<file path="src/rtl/axis_frame_gen_if.sv">
// axis_frame_gen_if: AXI-Stream beat channel used by axis_frame_gen.
//   m_tdata   sample (two's complement, DATA_WIDTH bits)
//   m_tvalid  sample valid
//   m_tlast   last beat of frame
//   m_tready  downstream ready
// Modports: master (generator side), slave (sink side).
interface axis_frame_gen_if #(
  parameter int DATA_WIDTH = 16
);
  logic [DATA_WIDTH-1:0] m_tdata;
  logic                  m_tvalid;
  logic                  m_tlast;
  logic                  m_tready;

  modport master (output m_tdata, output m_tvalid, output m_tlast, input m_tready);
  modport slave  (input m_tdata, input m_tvalid, input m_tlast, output m_tready);
endinterface

</file>
<file path="src/rtl/axis_frame_gen.sv">
// axis_frame_gen: AXI-Stream master producing framed signed test samples
// (constant, ramp, square, alternating) with tlast on each frame's final beat
// and full tready backpressure.
// Ports:
//   clk, rst_n   clock, synchronous active-low reset
//   start        pulse; latches config and begins generation (ignored while busy or frame_len==0)
//   stop         pulse; finish after the current frame's tlast beat
//   frame_len    beats per frame
//   num_frames   frames to send, 0 = continuous until stop
//   wave_sel     0 const, 1 ramp, 2 square, 3 alternating
//   amplitude    signed amplitude; step = signed ramp increment per accepted beat
//   m_axis       AXI-Stream master (m_tdata/m_tvalid/m_tlast/m_tready)
//   busy         high while a run is active
//   frame_done   registered pulse the cycle after each tlast handshake
//   frames_sent  frames completed since last start (wraps)
// Build option: define AXIS_GEN_NOISE_EN to add saturating LFSR noise (-8..7)
// to every sample.
module axis_frame_gen #(
  parameter int DATA_WIDTH = 16,
  parameter int LEN_WIDTH  = 16
) (
  input  logic                         clk,
  input  logic                         rst_n,
  input  logic                         start,
  input  logic                         stop,
  input  logic [LEN_WIDTH-1:0]         frame_len,
  input  logic [15:0]                  num_frames,
  input  logic [1:0]                   wave_sel,
  input  logic signed [DATA_WIDTH-1:0] amplitude,
  input  logic signed [DATA_WIDTH-1:0] step,
  axis_frame_gen_if.master             m_axis,
  output logic                         busy,
  output logic                         frame_done,
  output logic [15:0]                  frames_sent
);

  typedef enum logic [0:0] {ST_IDLE, ST_RUN} state_t;
  typedef enum logic [1:0] {WAVE_CONST, WAVE_RAMP, WAVE_SQUARE, WAVE_ALT} wave_t;

  localparam logic signed [DATA_WIDTH-1:0] S_MAX = {1'b0, {(DATA_WIDTH-1){1'b1}}};
  localparam logic signed [DATA_WIDTH-1:0] S_MIN = {1'b1, {(DATA_WIDTH-1){1'b0}}};

  state_t                         state_q, state_d;
  wave_t                          wave_q, wave_d;
  logic [LEN_WIDTH-1:0]           len_q, len_d;
  logic [LEN_WIDTH-1:0]           k_q, k_d;
  logic [15:0]                    nfr_q, nfr_d;
  logic [15:0]                    fidx_q, fidx_d;
  logic signed [DATA_WIDTH-1:0]   amp_q, amp_d;
  logic signed [DATA_WIDTH-1:0]   step_q, step_d;
  logic signed [DATA_WIDTH-1:0]   acc_q, acc_d;
  logic signed [DATA_WIDTH-1:0]   tdata_q, tdata_d;
  logic                           tvalid_q, tvalid_d;
  logic                           tlast_q, tlast_d;
  logic                           stop_pend_q, stop_pend_d;
  logic                           frame_done_q, frame_done_d;
  logic [15:0]                    frames_sent_q, frames_sent_d;
  logic                           hs;
  logic                           start_ok;
  logic                           present;

  function automatic logic signed [DATA_WIDTH-1:0] wave_sample(
    input wave_t                        w,
    input logic signed [DATA_WIDTH-1:0] amp,
    input logic signed [DATA_WIDTH-1:0] acc,
    input logic [LEN_WIDTH-1:0]         len,
    input logic [LEN_WIDTH-1:0]         k
  );
    logic signed [DATA_WIDTH-1:0] neg_a;
    // Negating the most negative value saturates instead of wrapping.
    neg_a = (amp == S_MIN) ? S_MAX : -amp;
    case (w)
      WAVE_RAMP:   return acc;
      WAVE_SQUARE: return (k < (len >> 1)) ? amp : neg_a;
      WAVE_ALT:    return k[0] ? neg_a : amp;
      default:     return amp;
    endcase
  endfunction

  assign hs       = tvalid_q && m_axis.m_tready;
  assign start_ok = (state_q == ST_IDLE) && start && (frame_len != '0);

`ifdef AXIS_GEN_NOISE_EN
  localparam logic [15:0] LFSR_SEED = 16'hACE1;

  logic [15:0] lfsr_q, lfsr_d;

  function automatic logic signed [DATA_WIDTH-1:0] add_noise(
    input logic signed [DATA_WIDTH-1:0] s,
    input logic [3:0]                   n
  );
    logic signed [DATA_WIDTH:0] sum;
    sum = {s[DATA_WIDTH-1], s} + {{(DATA_WIDTH-3){n[3]}}, n};
    // Top two bits disagree only on overflow; clamp toward the sign of the true sum.
    if (sum[DATA_WIDTH] != sum[DATA_WIDTH-1])
      return sum[DATA_WIDTH] ? S_MIN : S_MAX;
    return sum[DATA_WIDTH-1:0];
  endfunction

  always_comb begin
    lfsr_d = lfsr_q;
    if (start_ok)
      lfsr_d = LFSR_SEED;
    else if (state_q == ST_RUN && hs)
      lfsr_d = {lfsr_q[14:0], lfsr_q[15] ^ lfsr_q[13] ^ lfsr_q[12] ^ lfsr_q[10]};
  end

  always_ff @(posedge clk) begin
    if (!rst_n) lfsr_q <= LFSR_SEED;
    else        lfsr_q <= lfsr_d;
  end
`endif

  always_comb begin
    state_d       = state_q;
    wave_d        = wave_q;
    len_d         = len_q;
    k_d           = k_q;
    nfr_d         = nfr_q;
    fidx_d        = fidx_q;
    amp_d         = amp_q;
    step_d        = step_q;
    acc_d         = acc_q;
    tdata_d       = tdata_q;
    tvalid_d      = tvalid_q;
    tlast_d       = tlast_q;
    stop_pend_d   = stop_pend_q;
    frame_done_d  = 1'b0;
    frames_sent_d = frames_sent_q;
    present       = 1'b0;

    case (state_q)
      ST_IDLE: begin
        if (start_ok) begin
          state_d       = ST_RUN;
          wave_d        = wave_t'(wave_sel);
          len_d         = frame_len;
          nfr_d         = num_frames;
          amp_d         = amplitude;
          step_d        = step;
          k_d           = '0;
          fidx_d        = '0;
          acc_d         = '0;
          stop_pend_d   = 1'b0;
          frames_sent_d = '0;
          tvalid_d      = 1'b1;
          present       = 1'b1;
        end
      end
      ST_RUN: begin
        if (stop) stop_pend_d = 1'b1;
        if (hs) begin
          acc_d = acc_q + step_q;
          if (tlast_q) begin
            k_d           = '0;
            fidx_d        = fidx_q + 16'd1;
            frame_done_d  = 1'b1;
            frames_sent_d = frames_sent_q + 16'd1;
          end else begin
            k_d = k_q + LEN_WIDTH'(1);
          end
          // A stop arriving on the tlast handshake itself still ends the run here.
          if (tlast_q && (((nfr_q != '0) && (fidx_q + 16'd1 == nfr_q)) || stop_pend_q || stop)) begin
            state_d     = ST_IDLE;
            tvalid_d    = 1'b0;
            tlast_d     = 1'b0;
            stop_pend_d = 1'b0;
          end else begin
            present = 1'b1;
          end
        end
      end
      default: state_d = ST_IDLE;
    endcase

    // Next beat is computed from the post-update index/accumulator so the
    // registered outputs always describe the beat currently offered.
    if (present) begin
      tlast_d = (k_d == len_d - LEN_WIDTH'(1));
      tdata_d = wave_sample(wave_d, amp_d, acc_d, len_d, k_d);
`ifdef AXIS_GEN_NOISE_EN
      tdata_d = add_noise(tdata_d, lfsr_d[3:0]);
`endif
    end
  end

  always_ff @(posedge clk) begin
    if (!rst_n) begin
      state_q       <= ST_IDLE;
      wave_q        <= WAVE_CONST;
      len_q         <= '0;
      k_q           <= '0;
      nfr_q         <= '0;
      fidx_q        <= '0;
      amp_q         <= '0;
      step_q        <= '0;
      acc_q         <= '0;
      tdata_q       <= '0;
      tvalid_q      <= 1'b0;
      tlast_q       <= 1'b0;
      stop_pend_q   <= 1'b0;
      frame_done_q  <= 1'b0;
      frames_sent_q <= '0;
    end else begin
      state_q       <= state_d;
      wave_q        <= wave_d;
      len_q         <= len_d;
      k_q           <= k_d;
      nfr_q         <= nfr_d;
      fidx_q        <= fidx_d;
      amp_q         <= amp_d;
      step_q        <= step_d;
      acc_q         <= acc_d;
      tdata_q       <= tdata_d;
      tvalid_q      <= tvalid_d;
      tlast_q       <= tlast_d;
      stop_pend_q   <= stop_pend_d;
      frame_done_q  <= frame_done_d;
      frames_sent_q <= frames_sent_d;
    end
  end

  assign m_axis.m_tdata  = tdata_q;
  assign m_axis.m_tvalid = tvalid_q;
  assign m_axis.m_tlast  = tlast_q;
  assign busy            = (state_q == ST_RUN);
  assign frame_done      = frame_done_q;
  assign frames_sent     = frames_sent_q;

endmodule

</file>
<file path="src/flat_wrapper.sv">
// flat-port wrapper written by rule: the top's interface ports become plain ports
module axis_frame_gen_flat 
#(
  parameter int DATA_WIDTH = 16,
  parameter int LEN_WIDTH  = 16
)
  (clk, rst_n, start, stop, frame_len, num_frames, wave_sel, amplitude, step, busy, frame_done, frames_sent, m_axis_m_tdata, m_axis_m_tvalid, m_axis_m_tlast, m_axis_m_tready);
  axis_frame_gen_if #(.DATA_WIDTH(DATA_WIDTH)) m_axis_i ();
  input  logic clk;
  input  logic rst_n;
  input  logic start;
  input  logic stop;
  input  logic [LEN_WIDTH-1:0] frame_len;
  input  logic [15:0] num_frames;
  input  logic [1:0] wave_sel;
  input  logic signed [DATA_WIDTH-1:0] amplitude;
  input  logic signed [DATA_WIDTH-1:0] step;
  output logic busy;
  output logic frame_done;
  output logic [15:0] frames_sent;
  output wire logic [$bits(m_axis_i.m_tdata)-1:0] m_axis_m_tdata;
  output wire logic [$bits(m_axis_i.m_tvalid)-1:0] m_axis_m_tvalid;
  output wire logic [$bits(m_axis_i.m_tlast)-1:0] m_axis_m_tlast;
  input wire logic [$bits(m_axis_i.m_tready)-1:0] m_axis_m_tready;
  assign m_axis_m_tdata = m_axis_i.m_tdata;
  assign m_axis_m_tvalid = m_axis_i.m_tvalid;
  assign m_axis_m_tlast = m_axis_i.m_tlast;
  assign m_axis_i.m_tready = m_axis_m_tready;
  axis_frame_gen #(.DATA_WIDTH(DATA_WIDTH), .LEN_WIDTH(LEN_WIDTH)) u_core (.clk(clk), .rst_n(rst_n), .start(start), .stop(stop), .frame_len(frame_len), .num_frames(num_frames), .wave_sel(wave_sel), .amplitude(amplitude), .step(step), .m_axis(m_axis_i), .busy(busy), .frame_done(frame_done), .frames_sent(frames_sent));
endmodule
</file>
<file path="config.mk">
export PLATFORM = sky130hd
export DESIGN_NAME = axis_frame_gen_flat
export DESIGN_NICKNAME = d
export VERILOG_FILES = /design/src/rtl/axis_frame_gen_if.sv /design/src/rtl/axis_frame_gen.sv /design/src/flat_wrapper.sv
export SDC_FILE = /design/constraint.sdc
export NUM_CORES = 1
export LEC_CHECK = 0
export CAP_MARGIN = 20
export CORE_MARGIN = 5
export CORE_UTILIZATION = 62
export CTS_CLUSTER_SIZE = 14
export DETAILED_ROUTE_END_ITERATION = 10
export DONT_BUFFER_PORTS = 1
export PLACE_DENSITY_LB_ADDON = 0.2
export SETUP_SLACK_MARGIN = 0.5
export SLEW_MARGIN = 0
export SYNTH_ARGS = -nofsm -noshare
export SYNTH_HDL_FRONTEND = slang
export SYNTH_SLANG_ARGS = --single-unit
</file>
<file path="constraint.sdc">
create_clock -name clk -period 8.25 [get_ports clk]
set_input_delay 2.475 -clock clk [delete_from_list [all_inputs] [get_ports clk]]
set_output_delay 2.475 -clock clk [all_outputs]
set_load 0.01 [all_outputs]
</file>
==> results_dict.tcl, run 1 <==
set metrics [dict create \
    tritoncts "yes" \
    synth_top_flop_cell "dfxtp_1" \
    timing.max_cap.violations 0 \
    startpoint_type "primary input" \
    dr_total_vias 10041 \
    worst_ir_drop_vdd_mv 0.153 \
    num_rows 46 \
    outcome "finished clean" \
    buffers_from_clock_root_to_sink_at_most 2 \
    power.density_cell_area_nw_per_um2 176 \
    postCtsHoldBufs 0 \
    post_synth_and_or_nand_nor_area_fraction 0.276 \
    cts.htree.levels 4 \
    root_buffer "clkbuf_16" \
    finalSetupViolations 0 \
    synth.top_cells.by_area "dfxtp_1 (30%), nand2_1 (5.9%), nor2_1 (5.3%), a21oi_1 (5.2%), ha_1 (4.1%)" \
    setup-tns-final_ns 0 \
    crit_path_category "in2reg" \
    postCtsSetupRepairBufs 0 \
    route.detailed.drc 0 \
    fraction_of_synthesized_cell_area_in_xor_and_xnor_cells 0.0496 \
    via_per_inst 6.74 \
    grt_max_degree 59 \
    drt.antenna.violating_nets 0 \
    core-area_um2 15800 \
    slew_of_the_pin_with_the_lowest_slew_margin_ns 1.08 \
    dominant_combinational_cell_family_by_area_after_synthesis "simple AND/OR/NAND/NOR gates" \
    drt_pass1_iterations 5 \
    worst_slew_margin_rel 0.277 \
    yosys-mux-area-fraction 0.0463 \
    placement.io_buffers 0 \
    synth.most_common_cell "nand2_1" \
    finalWorstPathRequiredPeriod_ns 7.06 \
    final-max-slew-violation-count 0 \
    synthTopCellsByCount "nand2_1 (158), dfxtp_1 (151), nor2_1 (141), a21oi_1 (103), o21ai_0 (61)" \
    area.growth.synth_to_final_pct 6.46 \
    yosysUniqueCellTypes 94 \
    cp.arrival_ns 7.38 \
    worst_setup_path_end_kind "flop" \
    leakage_power_figure_uw 0.00401 \
    synthesized_area_fraction_occupied_by_ao_oa_aoi_and_oai_cells 0.237 \
    post_route_cells_drive_above_1_share 0.0659 \
    globalRouteOverflowTotal 0 \
    first_global_vias 9507 \
    fp.dieH_um 137 \
    synthesis.area_um2 9990 \
    insertion_delay_ns 0.44 \
    detailedPlacementHpwl_um 21300 \
    drt_first_iter_violations 990 \
    synthesis.area_per_instance_um2 7.63 \
    pin_count 107 \
    post-place-cells 1459 \
    numClockSinks 151 \
    crit_fanout 17 \
    clk_pin_slew_worst_paths_ns 0.06 \
    synthesized_net_count 1414 \
    fmaxAchievable_ghz 0.142 \
    initial_cell_density_of_the_core 0.631 \
    synth-adder-area-share 0.0433 \
    syn_inst 1309 \
    finalCritPeriodShare 0.855 \
    cts_resized 0 \
    yosys_warnings 0 \
    place.gp.congestion 0.958 \
    synth_edf_count 0 \
    critPathRequiredTime_ns 8.57 \
    num_antenna_cells 0 \
    finish.net_count 1367 \
    fin_skew_ns 0.00728 \
    synth.top_cell.area_share 0.302 \
    dieArea_um2 18800 \
    die-width_um 137 \
    routedWlPerCell_um 19.7 \
    final-instance-count-excl-fill 1490 \
    timing_hold_violations_final 0 \
    global_route_wire_length_before_repair_um 47600 \
    grt_setup_unrepaired "false" \
    flops_latches_synth 151 \
    groute.usage.overall 0.313 \
    synth_top_area_cell "dfxtp_1" \
    grt_antenna_before_repair 0 \
    sequential_to_total_area_share_from_yosys_stat 0.302 \
    routed_wl_um 29400 \
    postSynth.asyncResetShare 0 \
    min_path_type "reg2reg" \
    cts_inserted_buffers 17 \
]
==> routing by layer <==
metal	vias up	track usage	wire [um]
met4	0	0.129	1010
met2	496	0.497	13600
met3	88	0.0827	2840
li1	4734	-	-
met5	-	0	0
met1	4723	0.402	11900
==> where the power goes <==
group	internal [uW]	switching, uW
Sequential	757	33.0
Combinational	111	194
Clock	459	322
==> stage by stage <==
stage                util  hold WS (ns)  area, um^2  setup slack, ns  total power (uW)
global route        0.672         0.487       10600            0.876              1950
detailed placement  0.635         0.451       10100            0.893              1100
global placement    0.635         0.447       10100            0.987              1100
finish              0.672         0.461       10600             1.19              1880
CTS                 0.672         0.459       10600             1.31              1880
floorplan               -         0.440        9990             1.26              1030
==> cells in the final DEF (no fill, tap or decap), types with 26 or more instances in the layout <==
master   synthesis  final
mux2i_1         38     38
nor3_1          43     43
nand3_1         50     50
o21ai_0         61     61
dfxtp_1        151    151
a31oi_1         30     29
ha_1            33     33
nand2_1        158    158
nand4_1         29     29
nor2_1         141    141
a21oi_1        103    103
xor2_1          28     28
xnor2_1         26     26
==> flip-flops by register name (all words and copies together) (netlist names) <==
signal	flops
u_core.nfr_q	16
u_core.busy	1
u_core.frame_done	1
u_core.len_q	16
u_core.stop_pend_q	1
u_core.m_axis.m_tlast	1
u_core.fidx_q	16
u_core.wave_q	2
u_core.amp_q	16
u_core.m_axis.m_tdata	16
u_core.k_q	16
u_core.step_q	16
u_core.frames_sent	16
u_core.m_axis.m_tvalid	1
u_core.acc_q	16
==> worst paths after layout <==
check / startpoint / to / slack (ns) / cells past startpoint
worst max-delay path: frame_len[7] / u_core.m_axis.m_tdata[14] / 1.19 / 15
worst max register to register: u_core.busy / u_core.m_axis.m_tdata[14] / 2.84 / 12
worst min register to register: u_core.step_q[3] / u_core.step_q[3] / 0.46 / 2
worst min-delay path: u_core.step_q[3] / u_core.step_q[3] / 0.46 / 2
==> layout make-up <==
| class | count | area, um^2 |
|---|---|---|
| fill | 1404 | 5190 |
| inverter | 26 | 98.8 |
| multi-input combinational | 1049 | 6540 |
| timing repair buffer | 17 | 128 |
| clock inverter | 11 | 126 |
| sequential | 151 | 3020 |
| clock buffer | 20 | 457 |
| tap | 216 | 270 |
==> worst max-delay path: stages <==
cell,delay [ns]
nor4_2,0.68
a41oi_2,0.44
nor2_4,0.36
o21ai_0,0.14
o31ai_1,0.18
ha_1,0.37
nand2_1,0.09
o21ai_0,0.12
or4_1,0.49
o32ai_1,0.57
a211oi_2,0.18
nor2_2,0.56
o21ai_1,0.17
o311a_1,0.16
o41a_1,0.39
==> logic make-up after synthesis <==
family	count (synthesis)
compound gates	357
xor+xnor	55
fa+ha+maj	34
buf+inv	109
flops	151
mux	45
simple gates	558
Note: power is estimated with default switching activity, not from simulation.
==> run 2: changes to the inputs <==
--- a/config.mk
+++ b/config.mk
@@ -7,7 +7,7 @@
 export LEC_CHECK = 0
 export CAP_MARGIN = 20
 export CORE_MARGIN = 5
-export CORE_UTILIZATION = 62
+export CORE_UTILIZATION = 59
 export CTS_CLUSTER_SIZE = 14
 export DETAILED_ROUTE_END_ITERATION = 10
 export DONT_BUFFER_PORTS = 1
==> constraint.sdc (replaced) <==
create_clock -name clk -period 5.8 [get_ports clk]
set_input_delay 1.74 -clock clk [delete_from_list [all_inputs] [get_ports clk]]
set_output_delay 1.74 -clock clk [all_outputs]
set_load 0.01 [all_outputs]
==> results_dict.tcl, run 2 (synthesis gave the netlist of run 1 again) <==
set metrics [dict create \
    outcome "finished clean" \
    root_buffer "clkbuf_16" \
    finalSetupViolations 0 \
    dieArea_um2 19600 \
    detailedPlacementHpwl_um 22300 \
    cp.arrival_ns 5.36 \
    worst_slew_margin_rel 0.301 \
    drt_first_iter_violations 1154 \
    area.growth.synth_to_final_pct 10.9 \
    timing_hold_violations_final 0 \
    fmaxAchievable_ghz 0.198 \
    timing.max_cap.violations 0 \
    post_route_cells_drive_above_1_share 0.100 \
    numClockSinks 151 \
    globalRouteOverflowTotal 0 \
    tritoncts "yes" \
    startpoint_type "primary input" \
    finalCritPeriodShare 0.869 \
    fp.dieH_um 140 \
    place.gp.congestion 0.950 \
    fin_skew_ns 0.0101 \
    route.detailed.drc 0 \
    power_frac_comb 0.171 \
    initial_cell_density_of_the_core 0.603 \
    most-common-layout-cells "nand2_1 (158), dfxtp_1 (151), nor2_1 (141), a21oi_1 (103), o21ai_0 (61)" \
    cell_with_the_most_instances_on_the_worst_path "buf_4" \
    fill_cells 1448 \
    slew_of_the_pin_with_the_lowest_slew_margin_ns 1.05 \
    dp_slack_ns 0.156 \
    final-seq-area_um2 3020 \
    switching_share 0.293 \
    crit_fanout 8 \
    worst_hold_slack_ns 0.463 \
    worst_setup_path_end_kind "flop" \
    insertion_delay_ns 0.43 \
    pin_count 107 \
    grt_max_degree 71 \
    total_switching_power_uw 816 \
    finish.net_count 1406 \
    fin_area_um2 11100 \
    groute.usage.overall 0.301 \
    p_clk_frac 0.425 \
    finalWorstPathRequiredPeriod_ns 5.04 \
    drt.antenna.violating_nets 0 \
    critical_path.max_stage_delay_ns 0.49 \
    detailed_place.area_um2 10300 \
    crit_path_category "in2reg" \
    critPathRequiredTime_ns 6.12 \
    power.density_cell_area_nw_per_um2 251 \
    clk_pin_slew_worst_paths_ns 0.06 \
    setup-tns-final_ns 0 \
    p_seq_frac 0.404 \
    grt_antenna_before_repair 0 \
    p_int_uw 1970 \
    dr_total_vias 10252 \
    cts_inserted_buffers 17 \
    grt_setup_unrepaired "false" \
    buffers_from_clock_root_to_sink_at_most 2 \
    multi_input_logic_area_um2 6630 \
    global_route_wire_length_before_repair_um 48700 \
    post_route_setup_slack_ns 0.758 \
    first_global_vias 9443 \
    worst_ir_drop_vdd_mv 0.216 \
    num_rows 47 \
    via_per_inst 6.68 \
    final-max-slew-violation-count 0 \
    mostFrequentLayoutCell "nand2_1" \
    max_stage_delay_cell_worst_path "or4_4" \
    routedWlPerCell_um 20.0 \
    num_antenna_cells 0 \
    core-area_um2 16600 \
    drt_pass1_iterations 5 \
    die-width_um 140 \
    placement.io_buffers 0 \
    leakage_power_figure_uw 0.00424 \
    worstPathCellList "nor4_4 -> buf_4 -> and4_4 -> nor2_4 -> buf_4 -> mux2i_1 -> ha_1 -> a211o_1 -> or4_4 -> o32ai_4 -> o311ai_4 -> nor2_2 -> o21ai_1 -> o311a_1 -> o41a_1" \
    routed_wl_um 30700 \
    cts.htree.levels 4 \
    min_path_type "reg2reg" \
]
## run 2: metal layers
metal  wire (um)  vias to the layer above  part of all wire  global-route usage
met4        1440                        0             0.047               0.152
li1            -                     4814                 -                   -
met5           0                        -                 0                   0
met1       12400                     4786              0.40               0.386
met3        2630                      118             0.086              0.0600
met2       14300                      534              0.47               0.482
## run 2: area by class of cell
| class | count | share of cell area |
|---|---|---|
| Sequential cell | 151 | 0.273 |
| Tap cell | 220 | 0.0248 |
| Clock inverter | 12 | 0.0149 |
| Multi-Input combinational cell | 1049 | 0.598 |
| Clock buffer | 20 | 0.0412 |
| Timing Repair Buffer | 56 | 0.0391 |
| Inverter | 26 | 0.00892 |
## run 2: timing repair
item                       in CTS  in global routing
buffers inserted                0                 12
hold buffers                    0                  0
gates resized for setup         0                  3
setup endpoints to repair       0                 15
## run 2: critical path: cells and delay by family
family	cells	cell delay (ns)
compound gates	6	1.37
fa+ha+maj	1	0.28
buf+inv	2	0.35
mux	1	0.21
simple gates	5	1.40
## run 2: final timing paths
path | start | endpoint | slack, ns | cells after the start
worst max-delay path | frame_len[7] | u_core.m_axis.m_tdata[14] | 0.76 | 15
worst min register to register | u_core.step_q[8] | u_core.step_q[8] | 0.46 | 2
worst max register to register | u_core.busy | u_core.m_axis.m_tdata[14] | 1.38 | 12
worst min-delay path | u_core.step_q[8] | u_core.step_q[8] | 0.46 | 2
## run 2: metrics by stage
stage                     total power, uW   util  std cells
after floorplan                      1480      -       1309
after global placement               1590  0.623       1489
after detailed placement             1600  0.623       1489
after CTS                            2770  0.661       1521
after global routing                 2880  0.668       1534
final                                2780  0.668       1534
## run 2: power groups by stage
stage	Sequential (uW)	Clock, uW	Combinational [uW]
floorplan	1130	0	351
global placement	1140	0	449
detailed placement	1140	0	455
CTS	1120	1190	457
global route	1130	1240	519
finish	1120	1180	477
==> run 3: changes to the inputs <==
--- a/config.mk
+++ b/config.mk
@@ -12,6 +12,7 @@
 export DETAILED_ROUTE_END_ITERATION = 10
 export DONT_BUFFER_PORTS = 1
 export PLACE_DENSITY_LB_ADDON = 0.2
+export RECOVER_POWER = 50
 export SETUP_SLACK_MARGIN = 0.5
 export SLEW_MARGIN = 0
 export SYNTH_ARGS = -nofsm -noshare
==> results_dict.tcl, run 3 (synthesis gave the netlist of run 1 again) <==
set metrics [dict create \
    finalCritPeriodShare 0.870 \
    cts.htree.levels 4 \
    insertion_delay_ns 0.43 \
    root_buffer "clkbuf_16" \
    finish.net_count 1406 \
    grt_antenna_before_repair 0 \
    fmaxAchievable_ghz 0.198 \
    drt_pass1_iterations 5 \
    tritoncts "yes" \
    min_path_type "reg2reg" \
    dr_total_vias 10169 \
    fill_cells 1453 \
    timing_hold_violations_final 0 \
    dieArea_um2 19600 \
    final-max-slew-violation-count 71 \
    die-width_um 140 \
    numClockSinks 151 \
    power.density_cell_area_nw_per_um2 251 \
    setup.reg_to_reg.worst_slack_ns 1.24 \
    fin_total_pwr_uw 2780 \
    routed_wl_um 30700 \
    num_rows 47 \
    grt_busiest_layer "met2" \
    via_per_inst 6.63 \
    critPathRequiredTime_ns 6.11 \
    initial_cell_density_of_the_core 0.603 \
    mostFrequentLayoutCell "nand2_1" \
    routedWlPerCell_um 20.0 \
    post_route_cells_drive_above_1_share 0.0982 \
    worst_setup_path_end_kind "flop" \
    leakage_power_figure_uw 0.00422 \
    global_route_wire_length_before_repair_um 48700 \
    cts_inserted_buffers 17 \
    clk_pin_slew_worst_paths_ns 0.06 \
    fin_skew_ns 0.00861 \
    setup-tns-final_ns 0 \
    slew_of_the_pin_with_the_lowest_slew_margin_ns 2.68 \
    worst_slew_margin_rel -0.795 \
    fp.dieH_um 140 \
    grt_max_degree 71 \
    crit_fanout 10 \
    route.detailed.drc 0 \
    finalWorstPathRequiredPeriod_ns 5.05 \
    area.growth.synth_to_final_pct 10.8 \
    grt_setup_unrepaired "false" \
    most-common-layout-cells "nand2_1 (158), dfxtp_1 (151), nor2_1 (141), a21oi_1 (103), o21ai_0 (61)" \
    startpoint_type "primary input" \
    num_antenna_cells 0 \
    drt.antenna.violating_nets 0 \
    placement.io_buffers 0 \
    groute.usage.overall 0.301 \
    first_global_vias 9443 \
    globalRouteOverflowTotal 0 \
    finalSetupViolations 0 \
    timing.max_cap.violations 1 \
    crit_path_category "in2reg" \
    grt_use_met3 0.0600 \
    outcome "finished, violations left" \
    cp.arrival_ns 5.36 \
    place.gp.congestion 0.950 \
    groute.layer.met2.usage 0.482 \
    worst_ir_drop_vdd_mv 0.215 \
    core-area_um2 16600 \
    drt_first_iter_violations 1135 \
    met1_usage 0.386 \
    pin_count 107 \
    violations "max-capacitance violations, max-slew violations" \
    buffers_from_clock_root_to_sink_at_most 2 \
    detailedPlacementHpwl_um 22300 \
]
==> run 3: changes by cell type in the layout (fill, tap and decap cells not counted), sizes merged <==
cell,before,now
clkinv,4,3
clkbuf,20,22
clkinvlp,2,3
buf,56,54
==> run 3: final timing paths <==
check / from / endpoint / depth (start not counted)
worst max-delay path: m_axis_m_tready / u_core.m_axis.m_tdata[4] / 13
worst min-delay path: u_core.step_q[8] / u_core.step_q[8] / 2
worst max register to register: u_core.busy / u_core.m_axis.m_tdata[4] / 12
worst min register to register: u_core.step_q[8] / u_core.step_q[8] / 2
==> run 3: routing by layer <==
layer / share of wire / vias up
li1: - / 4823
met1: 0.40 / 4729
met2: 0.46 / 505
met3: 0.087 / 112
met4: 0.045 / 0
met5: 0 / -
==> run 3: report_power, final <==
part	switching (uW)	total, uW	internal [uW]
clock network	475	1180	708
logic	295	477	182
registers	46.1	1120	1080
==> run 3: final cells by class <==
class                           instances  area, um^2  share of cell area
Tap cell                              220         275              0.0249
Clock buffer                           20         457              0.0412
Multi-Input combinational cell       1049        6630               0.599
Timing Repair Buffer                   56         425              0.0384
Sequential cell                       151        3020               0.273
Clock inverter                         12         165              0.0149
Inverter                               26        98.8             0.00893
==> run 3: through the flow <==
stage / setup WS, ns / util / instances / instance area (um^2) / hold slack (ns)
after global routing: 0.485 / 0.668 / 1534 / 11100 / 0.489
after floorplan: 0.209 / - / 1309 / 10100 / 0.440
final: 0.753 / 0.668 / 1534 / 11100 / 0.463
after global placement: 0.245 / 0.623 / 1489 / 10300 / 0.450
after CTS: 0.620 / 0.661 / 1521 / 11000 / 0.462
after detailed placement: 0.156 / 0.623 / 1489 / 10300 / 0.453
==> run 3: timing repair <==
| action | in CTS | in global routing |
|---|---|---|
| setup buffers | 0 | 12 |
| hold endpoints to repair | 0 | 0 |
| gates resized for setup | 0 | 3 |
| endpoints found under the setup margin | 0 | 15 |
| hold buffers | 0 | 0 |
==> run 3: worst max-delay path, cell delays in order <==
cell	delay, ns
nand3_1	0.16
and2_0	0.45
o2bb2ai_1	0.22
a21o_1	0.28
ha_1	0.31
a211o_1	0.26
or4_4	0.49
o32ai_4	0.31
a211oi_2	0.15
or2_1	0.40
mux2i_1	0.17
a221oi_1	0.31
a21oi_1	0.10
